### config.mk
export PLATFORM = sky130hd
export DESIGN_NAME = id_stage_ctrl
export DESIGN_NICKNAME = d
export VERILOG_FILES = /design/src/rtl/cpu_pkg.sv /design/src/rtl/id_ctrl_dec.sv /design/src/rtl/id_stage_ctrl.sv
export SDC_FILE = /design/constraint.sdc
export NUM_CORES = 1
export LEC_CHECK = 0
export CORE_UTILIZATION = 35
export DETAILED_ROUTE_END_ITERATION = 10
export PLACE_DENSITY = 0.79
export SYNTH_ARGS = -nofsm -noshare
export SYNTH_HDL_FRONTEND = slang
export SYNTH_SLANG_ARGS = --single-unit
### constraint.sdc
create_clock -name clk_i -period 2.13 [get_ports clk_i]
set_input_delay 0.213 -clock clk_i [delete_from_list [all_inputs] [get_ports clk_i]]
set_output_delay 0.213 -clock clk_i [all_outputs]
set_load 0.02 [all_outputs]
### src/rtl/cpu_pkg.sv
`default_nettype none
// ============================================================================
//  Module      : cpu_pkg
//  Description : Opcode/funct values, control encodings and the control
//                bundle shared by the ID-stage decoder and pipeline register.
//  Revision    : 1.0 - initial release
// ============================================================================
package cpu_pkg;

   localparam logic [5:0] c_op_rtype = 6'b000000;
   localparam logic [5:0] c_op_j     = 6'b000010;
   localparam logic [5:0] c_op_jal   = 6'b000011;
   localparam logic [5:0] c_op_addi  = 6'b001000;
   localparam logic [5:0] c_op_beq   = 6'b001010;
   localparam logic [5:0] c_op_bne   = 6'b001011;
   localparam logic [5:0] c_op_bnez  = 6'b001100;
   localparam logic [5:0] c_op_bgez  = 6'b001101;
   localparam logic [5:0] c_op_blt   = 6'b001110;
   localparam logic [5:0] c_op_lw    = 6'b101100;
   localparam logic [5:0] c_op_sw    = 6'b101101;
   localparam logic [5:0] c_fn_jr    = 6'b001000;

   localparam logic [2:0] c_aluop_add   = 3'b000;
   localparam logic [2:0] c_aluop_sub   = 3'b001;
   localparam logic [2:0] c_aluop_rtype = 3'b010;
   localparam logic [2:0] c_aluop_gez   = 3'b011;
   localparam logic [2:0] c_aluop_addi  = 3'b100;
   localparam logic [2:0] c_aluop_lt    = 3'b101;
   localparam logic [2:0] c_aluop_ne    = 3'b110;

   localparam logic [1:0] c_bt_eq  = 2'b00;
   localparam logic [1:0] c_bt_ne  = 2'b01;
   localparam logic [1:0] c_bt_lt  = 2'b10;
   localparam logic [1:0] c_bt_gez = 2'b11;

   localparam logic [1:0] c_regdst_rt = 2'b00;
   localparam logic [1:0] c_regdst_rd = 2'b01;
   localparam logic [1:0] c_regdst_ra = 2'b10;

   localparam logic [1:0] c_mtr_alu = 2'b00;
   localparam logic [1:0] c_mtr_mem = 2'b01;
   localparam logic [1:0] c_mtr_pc  = 2'b10;

   typedef struct packed {
      logic       regwrite;
      logic [2:0] aluop;
      logic       alusrc;
      logic [1:0] regdst;
      logic       branch;
      logic [1:0] branchtype;
      logic       memwrite;
      logic       memread;
      logic [1:0] memtoreg;
      logic       jump;
      logic       jr;
   } ctrl_t;

endpackage : cpu_pkg
`default_nettype wire

### src/rtl/id_ctrl_dec.sv
`default_nettype none
// ============================================================================
//  Module      : id_ctrl_dec
//  Description : Combinational opcode/funct decoder producing the control
//                bundle, source-register usage and the illegal flag.
//  Revision    : 1.0 - initial release
// ============================================================================
module id_ctrl_dec
   import cpu_pkg::*;
(
   input  logic [5:0] i_op,
   input  logic [5:0] i_fn,
   output ctrl_t      o_ctrl,
   output logic       o_uses_rs,
   output logic       o_uses_rt,
   output logic       o_illegal
);

   always_comb begin
      o_ctrl    = '0;
      o_uses_rs = 1'b0;
      o_uses_rt = 1'b0;
      o_illegal = 1'b0;
      case (i_op)
         c_op_rtype: begin
            o_uses_rs = 1'b1;
            if (i_fn == c_fn_jr) begin
               o_ctrl.jump = 1'b1;
               o_ctrl.jr   = 1'b1;
            end else begin
               o_uses_rt       = 1'b1;
               o_ctrl.regwrite = 1'b1;
               o_ctrl.aluop    = c_aluop_rtype;
               o_ctrl.regdst   = c_regdst_rd;
            end
         end
         c_op_addi: begin
            o_uses_rs       = 1'b1;
            o_ctrl.regwrite = 1'b1;
            o_ctrl.aluop    = c_aluop_addi;
            o_ctrl.alusrc   = 1'b1;
         end
         c_op_lw: begin
            o_uses_rs       = 1'b1;
            o_ctrl.regwrite = 1'b1;
            o_ctrl.aluop    = c_aluop_add;
            o_ctrl.alusrc   = 1'b1;
            o_ctrl.memread  = 1'b1;
            o_ctrl.memtoreg = c_mtr_mem;
         end
         c_op_sw: begin
            o_uses_rs       = 1'b1;
            o_uses_rt       = 1'b1;
            o_ctrl.alusrc   = 1'b1;
            o_ctrl.memwrite = 1'b1;
         end
         c_op_beq: begin
            o_uses_rs         = 1'b1;
            o_uses_rt         = 1'b1;
            o_ctrl.aluop      = c_aluop_sub;
            o_ctrl.branch     = 1'b1;
            o_ctrl.branchtype = c_bt_eq;
         end
         c_op_bne, c_op_bnez: begin
            o_uses_rs         = 1'b1;
            // bnez compares rs against zero, so its rt field is don't-care
            o_uses_rt         = (i_op == c_op_bne);
            o_ctrl.aluop      = c_aluop_ne;
            o_ctrl.branch     = 1'b1;
            o_ctrl.branchtype = c_bt_ne;
         end
         c_op_j: begin
            o_ctrl.jump = 1'b1;
         end
         c_op_jal: begin
            o_ctrl.regwrite = 1'b1;
            o_ctrl.regdst   = c_regdst_ra;
            o_ctrl.memtoreg = c_mtr_pc;
            o_ctrl.jump     = 1'b1;
         end
         c_op_blt: begin
            o_uses_rs         = 1'b1;
            o_uses_rt         = 1'b1;
            o_ctrl.aluop      = c_aluop_lt;
            o_ctrl.branch     = 1'b1;
            o_ctrl.branchtype = c_bt_lt;
         end
         c_op_bgez: begin
            o_uses_rs         = 1'b1;
            o_ctrl.aluop      = c_aluop_gez;
            o_ctrl.branch     = 1'b1;
            o_ctrl.branchtype = c_bt_gez;
         end
         default: begin
            o_illegal = 1'b1;
         end
      endcase
   end

endmodule : id_ctrl_dec
`default_nettype wire

### src/rtl/id_stage_ctrl.sv
`default_nettype none
// ============================================================================
//  Module      : id_stage_ctrl
//  Description : ID stage control - decode, load-use stall, flush, ID/EX reg.
//                Define ID_STAGE_PERF_CNT_EN to add stall/flush counters.
//  Revision    : 1.0 - initial release
// ============================================================================
module id_stage_ctrl
   import cpu_pkg::*;
#(
   parameter int DATA_W   = 32,
   parameter int REG_AW   = 5,
   parameter int ALUOP_W  = 3,
   parameter int SIGN_EXT = 1
) (
   input  logic                clk_i,
   input  logic                rst_i,
   input  logic [DATA_W-1:0]   instr_i,
   input  logic                ifid_valid_i,
   input  logic                flush_i,
   input  logic                ex_memread_i,
   input  logic [REG_AW-1:0]   ex_rt_i,
   output logic                pc_write_o,
   output logic                ifid_write_o,
   output logic                ex_valid_o,
   output logic                ex_regwrite_o,
   output logic                ex_alusrc_o,
   output logic                ex_branch_o,
   output logic                ex_memwrite_o,
   output logic                ex_memread_o,
   output logic                ex_jump_o,
   output logic                ex_jr_o,
   output logic [ALUOP_W-1:0]  ex_aluop_o,
   output logic [1:0]          ex_regdst_o,
   output logic [1:0]          ex_branchtype_o,
   output logic [1:0]          ex_memtoreg_o,
   output logic [REG_AW-1:0]   ex_rs_o,
   output logic [REG_AW-1:0]   ex_rt_o,
   output logic [REG_AW-1:0]   ex_rd_o,
   output logic [DATA_W-1:0]   ex_imm_o,
   output logic                ex_illegal_o
`ifdef ID_STAGE_PERF_CNT_EN
   ,
   output logic [31:0]         stall_cnt_o,
   output logic [31:0]         flush_cnt_o
`endif
);

   ctrl_t               w_ctrl;
   logic                w_uses_rs;
   logic                w_uses_rt;
   logic                w_illegal;
   logic [REG_AW-1:0]   w_rs;
   logic [REG_AW-1:0]   w_rt;
   logic [REG_AW-1:0]   w_rd;
   logic [DATA_W-1:0]   w_imm;
   logic                w_hazard;
   logic                w_bubble;

   ctrl_t               r_ctrl;
   logic                r_valid;
   logic                r_illegal;
   logic [REG_AW-1:0]   r_rs;
   logic [REG_AW-1:0]   r_rt;
   logic [REG_AW-1:0]   r_rd;
   logic [DATA_W-1:0]   r_imm;

   assign w_rs = instr_i[21 +: REG_AW];
   assign w_rt = instr_i[16 +: REG_AW];
   assign w_rd = instr_i[11 +: REG_AW];

   generate
      if (SIGN_EXT != 0) begin : g_sign_ext
         assign w_imm = {{(DATA_W-16){instr_i[15]}}, instr_i[15:0]};
      end else begin : g_zero_ext
         assign w_imm = {{(DATA_W-16){1'b0}}, instr_i[15:0]};
      end
   endgenerate

   id_ctrl_dec u_dec (
      .i_op      (instr_i[31:26]),
      .i_fn      (instr_i[5:0]),
      .o_ctrl    (w_ctrl),
      .o_uses_rs (w_uses_rs),
      .o_uses_rt (w_uses_rt),
      .o_illegal (w_illegal)
   );

   // $zero never carries a pending load result, so it cannot cause a stall
   assign w_hazard = ifid_valid_i & ex_memread_i & (ex_rt_i != '0) &
                     ((w_uses_rs & (w_rs == ex_rt_i)) |
                      (w_uses_rt & (w_rt == ex_rt_i)));

   assign w_bubble = flush_i | w_hazard | ~ifid_valid_i;

   // A flush must let IF take the redirect even when a stall is pending
   assign pc_write_o   = ~rst_i | flush_i | ~w_hazard;
   assign ifid_write_o = ~rst_i | flush_i | ~w_hazard;

   always_ff @(posedge clk_i) begin
      if (!rst_i || w_bubble) begin
         r_valid   <= 1'b0;
         r_ctrl    <= '0;
         r_illegal <= 1'b0;
         r_rs      <= '0;
         r_rt      <= '0;
         r_rd      <= '0;
         r_imm     <= '0;
      end else begin
         r_valid   <= 1'b1;
         r_ctrl    <= w_ctrl;
         r_illegal <= w_illegal;
         r_rs      <= w_rs;
         r_rt      <= w_rt;
         r_rd      <= w_rd;
         r_imm     <= w_imm;
      end
   end

   assign ex_valid_o      = r_valid;
   assign ex_regwrite_o   = r_ctrl.regwrite;
   assign ex_alusrc_o     = r_ctrl.alusrc;
   assign ex_branch_o     = r_ctrl.branch;
   assign ex_memwrite_o   = r_ctrl.memwrite;
   assign ex_memread_o    = r_ctrl.memread;
   assign ex_jump_o       = r_ctrl.jump;
   assign ex_jr_o         = r_ctrl.jr;
   assign ex_aluop_o      = ALUOP_W'(r_ctrl.aluop);
   assign ex_regdst_o     = r_ctrl.regdst;
   assign ex_branchtype_o = r_ctrl.branchtype;
   assign ex_memtoreg_o   = r_ctrl.memtoreg;
   assign ex_rs_o         = r_rs;
   assign ex_rt_o         = r_rt;
   assign ex_rd_o         = r_rd;
   assign ex_imm_o        = r_imm;
   assign ex_illegal_o    = r_illegal;

`ifdef ID_STAGE_PERF_CNT_EN
   logic [31:0] r_stall_cnt;
   logic [31:0] r_flush_cnt;

   always_ff @(posedge clk_i) begin
      if (!rst_i) begin
         r_stall_cnt <= '0;
         r_flush_cnt <= '0;
      end else begin
         if (w_hazard && !flush_i && (r_stall_cnt != '1))
            r_stall_cnt <= r_stall_cnt + 32'd1;
         if (flush_i && (r_flush_cnt != '1))
            r_flush_cnt <= r_flush_cnt + 32'd1;
      end
   end

   assign stall_cnt_o = r_stall_cnt;
   assign flush_cnt_o = r_flush_cnt;
`endif

endmodule : id_stage_ctrl
`default_nettype wire

# --- Yosys cells after proc, flatten, opt, wreduce, memory -nomap -nowiden ---
# Cells that the tools add are included.
totals:
  ff_bits: 49
  input_bits: 42
  out_inout_bits: 67
  wordCells: 73
classes:
  n_eq_ne: 13
  n_mux: 17
  bitwise: 14
  reduce_logical: 12
ops:
  columns: ["op", "n"]
  rows:
  - ["equality test 6 x 4 -> 1 bit (second input constant)", 7]
  - ["one-hot mux 3 bit (6 select lines)", 1]
  - ["equality test 6 x 2 -> 1 bit (second input constant)", 2]
  - ["equality test 6 bit (second input constant)", 2]
  - ["one-hot mux 3 bit (4 select lines)", 1]
  - ["OR reduction 11 bit", 1]
  - ["equality test 5 bit", 2]
  - ["OR reduction 3 bit", 3]
  - ["OR reduction 9 bit", 1]
  - ["2-to-1 mux 1 bit", 8]
  - ["one-hot mux 2 bit (2 select lines)", 2]
  - ["logical NOT 6 bit", 1]
  - ["OR reduction 2 bit", 3]
  - ["bitwise AND 1 bit", 5]
  - ["bitwise OR 1 bit", 5]
  - ["nonzero test 5 bit", 1]
  - ["2-to-1 mux 4 bit", 1]
  - ["NOT 1 bit", 4]
  - ["one-hot mux 1 bit (2 select lines)", 2]
  - ["one-hot mux 1 bit (3 select lines)", 1]
  - ["2-to-1 mux 2 bit", 1]
  - ["logical NOT 1 bit", 1]
  - ["logical OR 1 bit", 1]

# --- Depth between registers and ports, before layout ---
depth:
  ltp_word: 10
  ltp_mapped: 8
  ltp_nobuf: 6

# --- Hierarchy ---
# Synthesis repeated with hierarchy kept, for this count alone.
unflattened:
  hier_cells: 250
  area_unflattened_um2: 2292.2
by_module_without_submodules:
  columns: ["mod", "instances", "cells_per_inst", "area_each_um2", "seq_area_each_um2"]
  rows:
  - ["id_stage_ctrl", 1, 192, 1908.1, 880.8]
  - ["id_ctrl_dec", 1, 58, 384.1, 0.0]

# --- Worst setup path before layout ---
# No wires, ideal clock.
synth_timing:
  path_type: "input-to-output"
  start: "in instr_i[31]"
  end: "out pc_write_o"
  arrival_ps: 1942
  path_slack_ps: -25
  path_stages: 8
  cell_sequence: "buf_2 > nor4_4 > nand2_1 > o22a_1 > o22ai_2 > o2111ai_4 > or3b_1 > buf_4"
synth_via:
  elab_chain_cells: 8
synth_rtl:
  columns: ["item", "line_no", "text"]
  rows:
  - ["start, declared", "id_stage_ctrl.sv:18", "input logic [DATA_W-1:0] instr_i,"]
  - ["equality test 6 bit, or another cell as far along", "id_ctrl_dec.sv:24", "case (i_op)"]
  - ["OR reduction 3 bit (no line), or another cell as far along", null, null]
  - ["one-hot mux 1 bit (3 select lines) / 2-to-1 mux 1 bit (equally long branches)", "id_ctrl_dec.sv:24", null]
  - ["bitwise AND 1 bit, on equally long branches", "id_stage_ctrl.sv:92, id_stage_ctrl.sv:91", null]
  - ["bitwise OR 1 bit (*)", "id_stage_ctrl.sv:91", "((w_uses_rs & (w_rs == ex_rt_i)) |"]
  - ["bitwise AND 1 bit (*)", "id_stage_ctrl.sv:90", "assign w_hazard = ifid_valid_i & ex_memread_i & (ex_rt_i != '0) &"]
  - ["NOT 1 bit (*)", null, null]
  - ["bitwise OR 1 bit (*)", null, null]
  - ["end, declared", "id_stage_ctrl.sv:23", "output logic pc_write_o,"]
# Every way passes the cells marked *; elsewhere a longest branch is shown, timed or not.

# --- Worst setup path in the final report ---
layout_timing:
  start: "in instr_i[20]"
  end: "out ifid_write_o"
layout_via:
  elab_chain_cells: 6
layout_rtl:
  columns: ["item", "line_no", "text"]
  rows:
  - ["equality test 5 bit", "id_stage_ctrl.sv:92", "(w_uses_rt & (w_rt == ex_rt_i)));"]
  - ["bitwise AND 1 bit", "id_stage_ctrl.sv:92", null]
  - ["bitwise OR 1 bit", "id_stage_ctrl.sv:91", null]
  - ["bitwise AND 1 bit", "id_stage_ctrl.sv:90", null]
  - ["NOT 1 bit", "id_stage_ctrl.sv:98", "assign ifid_write_o = ~rst_i | flush_i | ~w_hazard;"]
  - ["bitwise OR 1 bit", "id_stage_ctrl.sv:98", null]
  - ["end, declared", "id_stage_ctrl.sv:24", "output logic ifid_write_o,"]
# Every way passes these cells.

==> summary by stage <==
Synth
By count the netlist is led by 43 x sky130_fd_sc_hd__dfxtp_1, 24 x sky130_fd_sc_hd__and3_1, 23 x sky130_fd_sc_hd__buf_4. The average cell area after synthesis is 10.02 um^2. The area share of the leading cell type in the synthesized netlist is 45.71%. The warning count from the yosys run is 0. The cell with the most instances after synthesis is sky130_fd_sc_hd__dfxtp_1. The synthesized netlist occupies a cell area of roughly 0.0019 mm^2. After synthesis, the netlist uses 39 different library cells. The post-synthesis net count is 230. Synthesis produced a netlist whose cell count is around 190. The most used flip-flop cell after synthesis is sky130_fd_sc_hd__dfxtp_1.

After synthesis, the share of flip-flops with an asynchronous set or reset is 0%. The synthesized design spends more area on one cell type than any other, namely sky130_fd_sc_hd__dfxtp_1. The number of enable-type register cells in the synthesized netlist is 0.

The sequential-to-total area share from yosys stat is 45.71%. The number of storage elements in the synthesis netlist is 43. Sorting the synthesized cells by area gives the leading types as sky130_fd_sc_hd__dfxtp_1 46%, sky130_fd_sc_hd__buf_4 9.2%, sky130_fd_sc_hd__and3_1 8.0%, sky130_fd_sc_hd__and3_2 3.2%, sky130_fd_sc_hd__xnor2_1 2.8%.

Setup path
For the worst setup path, the data required time is 1.92 ns. For this run, the slowest stage of the critical path takes between 0.4 and 0.5 ns. The signal on the critical path passes through dlygate4sd2_1, xor2_1, nor3_1, nand3_1, o22ai_2, o2111ai_4, or3b_4, buf_6.

The highest-delay cell along the critical path is sky130_fd_sc_hd__or3b_4. The total buffers and inverters traversed by the critical path is 2. The family of cells with the greatest summed delay on the critical path is simple AND/OR/NAND/NOR gates. The critical path in this run is classified as input port to output pin. The startpoint type of the worst setup path is an input port. For the worst setup path, the data arrival time is 1.87 ns. The capturing element type of the critical path is an output pin. The top fanout value on the critical path is 2.

Final layout
The net count of the finished layout is 339. In the final layout, the share of cells above drive strength 1 is 24.50%. The utilization of the core after routing is 59.74%. The repair_antennas step left the layout with diodes totalling 0. The synthesis-to-layout area growth is 63.06%.

The number of filler cells placed in the layout is between 400 and 500. Once layout is done, the placed cells without fillers occupy between 0.003 and 0.004 mm^2.

Route
In the routed design, unresolved DRC markers number 0. For this block, the routed nets add up to 4857 um of wire. The total iterations of the first detailed-routing run is 4. Using the TritonRoute via totals, the vias-per-cell ratio works out to ~4.7.

Summing over every cut layer, the via total after detailed routing is 1713. The final routed wire length divided by cell count is 13.20 um. The detail route stage leaves a number of antenna-violating nets equal to 0.

The detailed router finished its first iteration with 54 violations.

GRT
The initial antenna violation count is 0. Global routing used 16.93% of the available tracks across all layers. The number of global-route vias before repair is about 1500.

Global routing finished with a remaining overflow of 0. The pin count of the biggest net entering global routing is just over 40. The first global-routing pass estimated between 7000 and 8000 um of wire.

Power and ir drop
In this run the static leakage power is 1.354 nW. Power spread over the standard cell area amounts to 521.4 mW/mm^2. The internal portion of the total power is roughly 1.2 mW. The part of the power in the clock network is 30.7%. IR analysis of the VDD net gives a maximum drop of 0.0002267 V. Registers are responsible for 51.5% of the overall power. The switching part of the total power is roughly a quarter. In this run the power spent charging and discharging nets is 0.3965 mW. Combinational logic is responsible for about 18% of the overall power.

STA
The worst path in the final design needs a cycle of approximately 2.1 ns, including I/O delays and setup. Setup repair after global routing left no endpoint under its margin. The count of final max-slew check failures was 0. The number of failing hold endpoints at the final stage is 0. Of the available clock period, the critical path in the final layout requires 97.95%.

The worst slack on hold paths is 0.1967 ns. The worst pin sits at a relative slew slack of 66.20%. The number of failing setup endpoints in the final timing report is 0. For this run, the top clock speed supported by timing is 479.3 MHz. The transition time at the pin with the least slew margin is 0.5063 ns.

Place
At the end of routability-driven placement, the weighted congestion stood at 0.9263. During placement, the flow inserted port buffers numbering 108. The cell area after placement is ~0.003 mm^2. The detailed placement HPWL is 3687 um.

Floorplan
The floorplan step set the die height to 75.35 um. The floorplan step defined a core boundary enclosing approximately 0.005 mm^2. The total number of placement rows is 26. The die is 75.35 um wide. The initial core utilization is 36.64%. 109 I/O pins were placed. The die covers 0.005678 mm^2.

Clock network
The post-CTS clock slew at the launch and capture registers of the worst setup and hold paths is 0.07 ns. The CTS tree is yes. The clock root buffer master is sky130_fd_sc_hd__clkbuf_8.

The number of buffers created by CTS is 5. The maximum count of clock buffers along a single path is 2. The hold buffer count at cts is 0. The clock tree synthesis step divided the H-tree into 2 levels. The number of clock sinks is 43.

Status
The run finished with clean final reports.

Worst hold path
The path class of the tightest hold or removal check is input port to flop.

Run
The max-capacitance violation count is 0.
state kept, by name (all words and copies together), names as in the netlist:
signal and count:
ex_jr_o 1, ex_valid_o 1, ex_aluop_o 3, ex_rs_o 5, ex_regwrite_o 1, ex_rt_o 5
ex_rd_o 5, ex_imm_o 11, ex_branchtype_o 2, ex_memwrite_o 1, ex_alusrc_o 1, ex_jump_o 1
ex_branch_o 1, ex_illegal_o 1, ex_memtoreg_o 2, ex_regdst_o 2
layer usage:
layer  GRT usage [%]  vias up  wire, um
li1                -      842         -
met1           20.89      789      2019
met2           28.87       78      2392
met3           4.365        4       402
met4           5.556        0        42
met5               0        -         0
final cells by class:
cell class	count	area [um^2]	area share, %
clock buffers	7	76.32	2.486
clock inverters	1	5.005	0.1630
inverters	2	7.507	0.2445
multi-input cells	109	803.3	26.16
flip-flops and latches	43	860.8	28.04
well taps	70	87.58	2.852
repair buffers	136	1230	40.06
power groups by stage:
stage / registers (mW) / logic [mW] / clock network [mW]
after floorplan: 0.864 / 0.102 / 0
after global placement: 0.844 / 0.289 / 0
after detailed placement: 0.844 / 0.293 / 0
after CTS: 0.825 / 0.284 / 0.504
after global routing: 0.827 / 0.305 / 0.550
final: 0.825 / 0.284 / 0.492
per-stage QoR:
stage / total power, mW / cells / TNS, ns / setup WS [ns]
after floorplan: 0.9664 / 188 / 0 / 0.04691
after global placement: 1.132 / 356 / -9.681 / -0.7022
after detailed placement: 1.138 / 356 / -9.796 / -0.7144
after CTS: 1.614 / 367 / 0 / 0.003102
after global routing: 1.683 / 368 / 0 / 0.001285
final: 1.601 / 368 / 0 / 0.04373
cell families after synthesis:
group / synth area share, %
compound gates: 6.113
xor+xnor: 5.116
buf+inv: 13.42
flops: 45.71
mux: 1.063
simple gates: 28.57
cell usage in the layout (no fill, tap or decap), types with 2 or more instances in the layout:
master and count:
sky130_fd_sc_hd__a21oi_1 5, sky130_fd_sc_hd__and3_1 24, sky130_fd_sc_hd__and3_2 8, sky130_fd_sc_hd__and4b_1 2
sky130_fd_sc_hd__buf_2 11, sky130_fd_sc_hd__buf_4 27, sky130_fd_sc_hd__buf_6 3, sky130_fd_sc_hd__clkbuf_1 2
sky130_fd_sc_hd__clkbuf_2 2, sky130_fd_sc_hd__clkbuf_8 5, sky130_fd_sc_hd__clkdlybuf4s15_1 3, sky130_fd_sc_hd__clkdlybuf4s50_1 79
sky130_fd_sc_hd__dfxtp_1 43, sky130_fd_sc_hd__dlygate4sd2_1 8, sky130_fd_sc_hd__dlymetal6s2s_1 3, sky130_fd_sc_hd__inv_1 2
sky130_fd_sc_hd__mux2i_1 2, sky130_fd_sc_hd__nand2_1 11, sky130_fd_sc_hd__nand2b_1 2, sky130_fd_sc_hd__nand3_1 4
sky130_fd_sc_hd__nor2_1 6, sky130_fd_sc_hd__nor3_1 5, sky130_fd_sc_hd__nor3b_2 3, sky130_fd_sc_hd__o21ai_0 4
sky130_fd_sc_hd__xnor2_1 4, sky130_fd_sc_hd__xnor2_2 2, sky130_fd_sc_hd__xor2_1 5
repair_timing:
item	4_1_cts	5_1_grt
setup endpoints to repair	2	2
gates resized for setup	78	8
cloned	0	0
pin swaps	18	11
setup buffers	3	2
final timing paths:
path	startpoint	endpoint	slack (ns)	cells past startpoint
setup / recovery	instr_i[20]	ifid_write_o	0.04	8
hold / removal	instr_i[23]	ex_rs_o[2]$_SDFF_PP0_	0.20	2
Note: power is estimated with default switching activity, not from simulation.
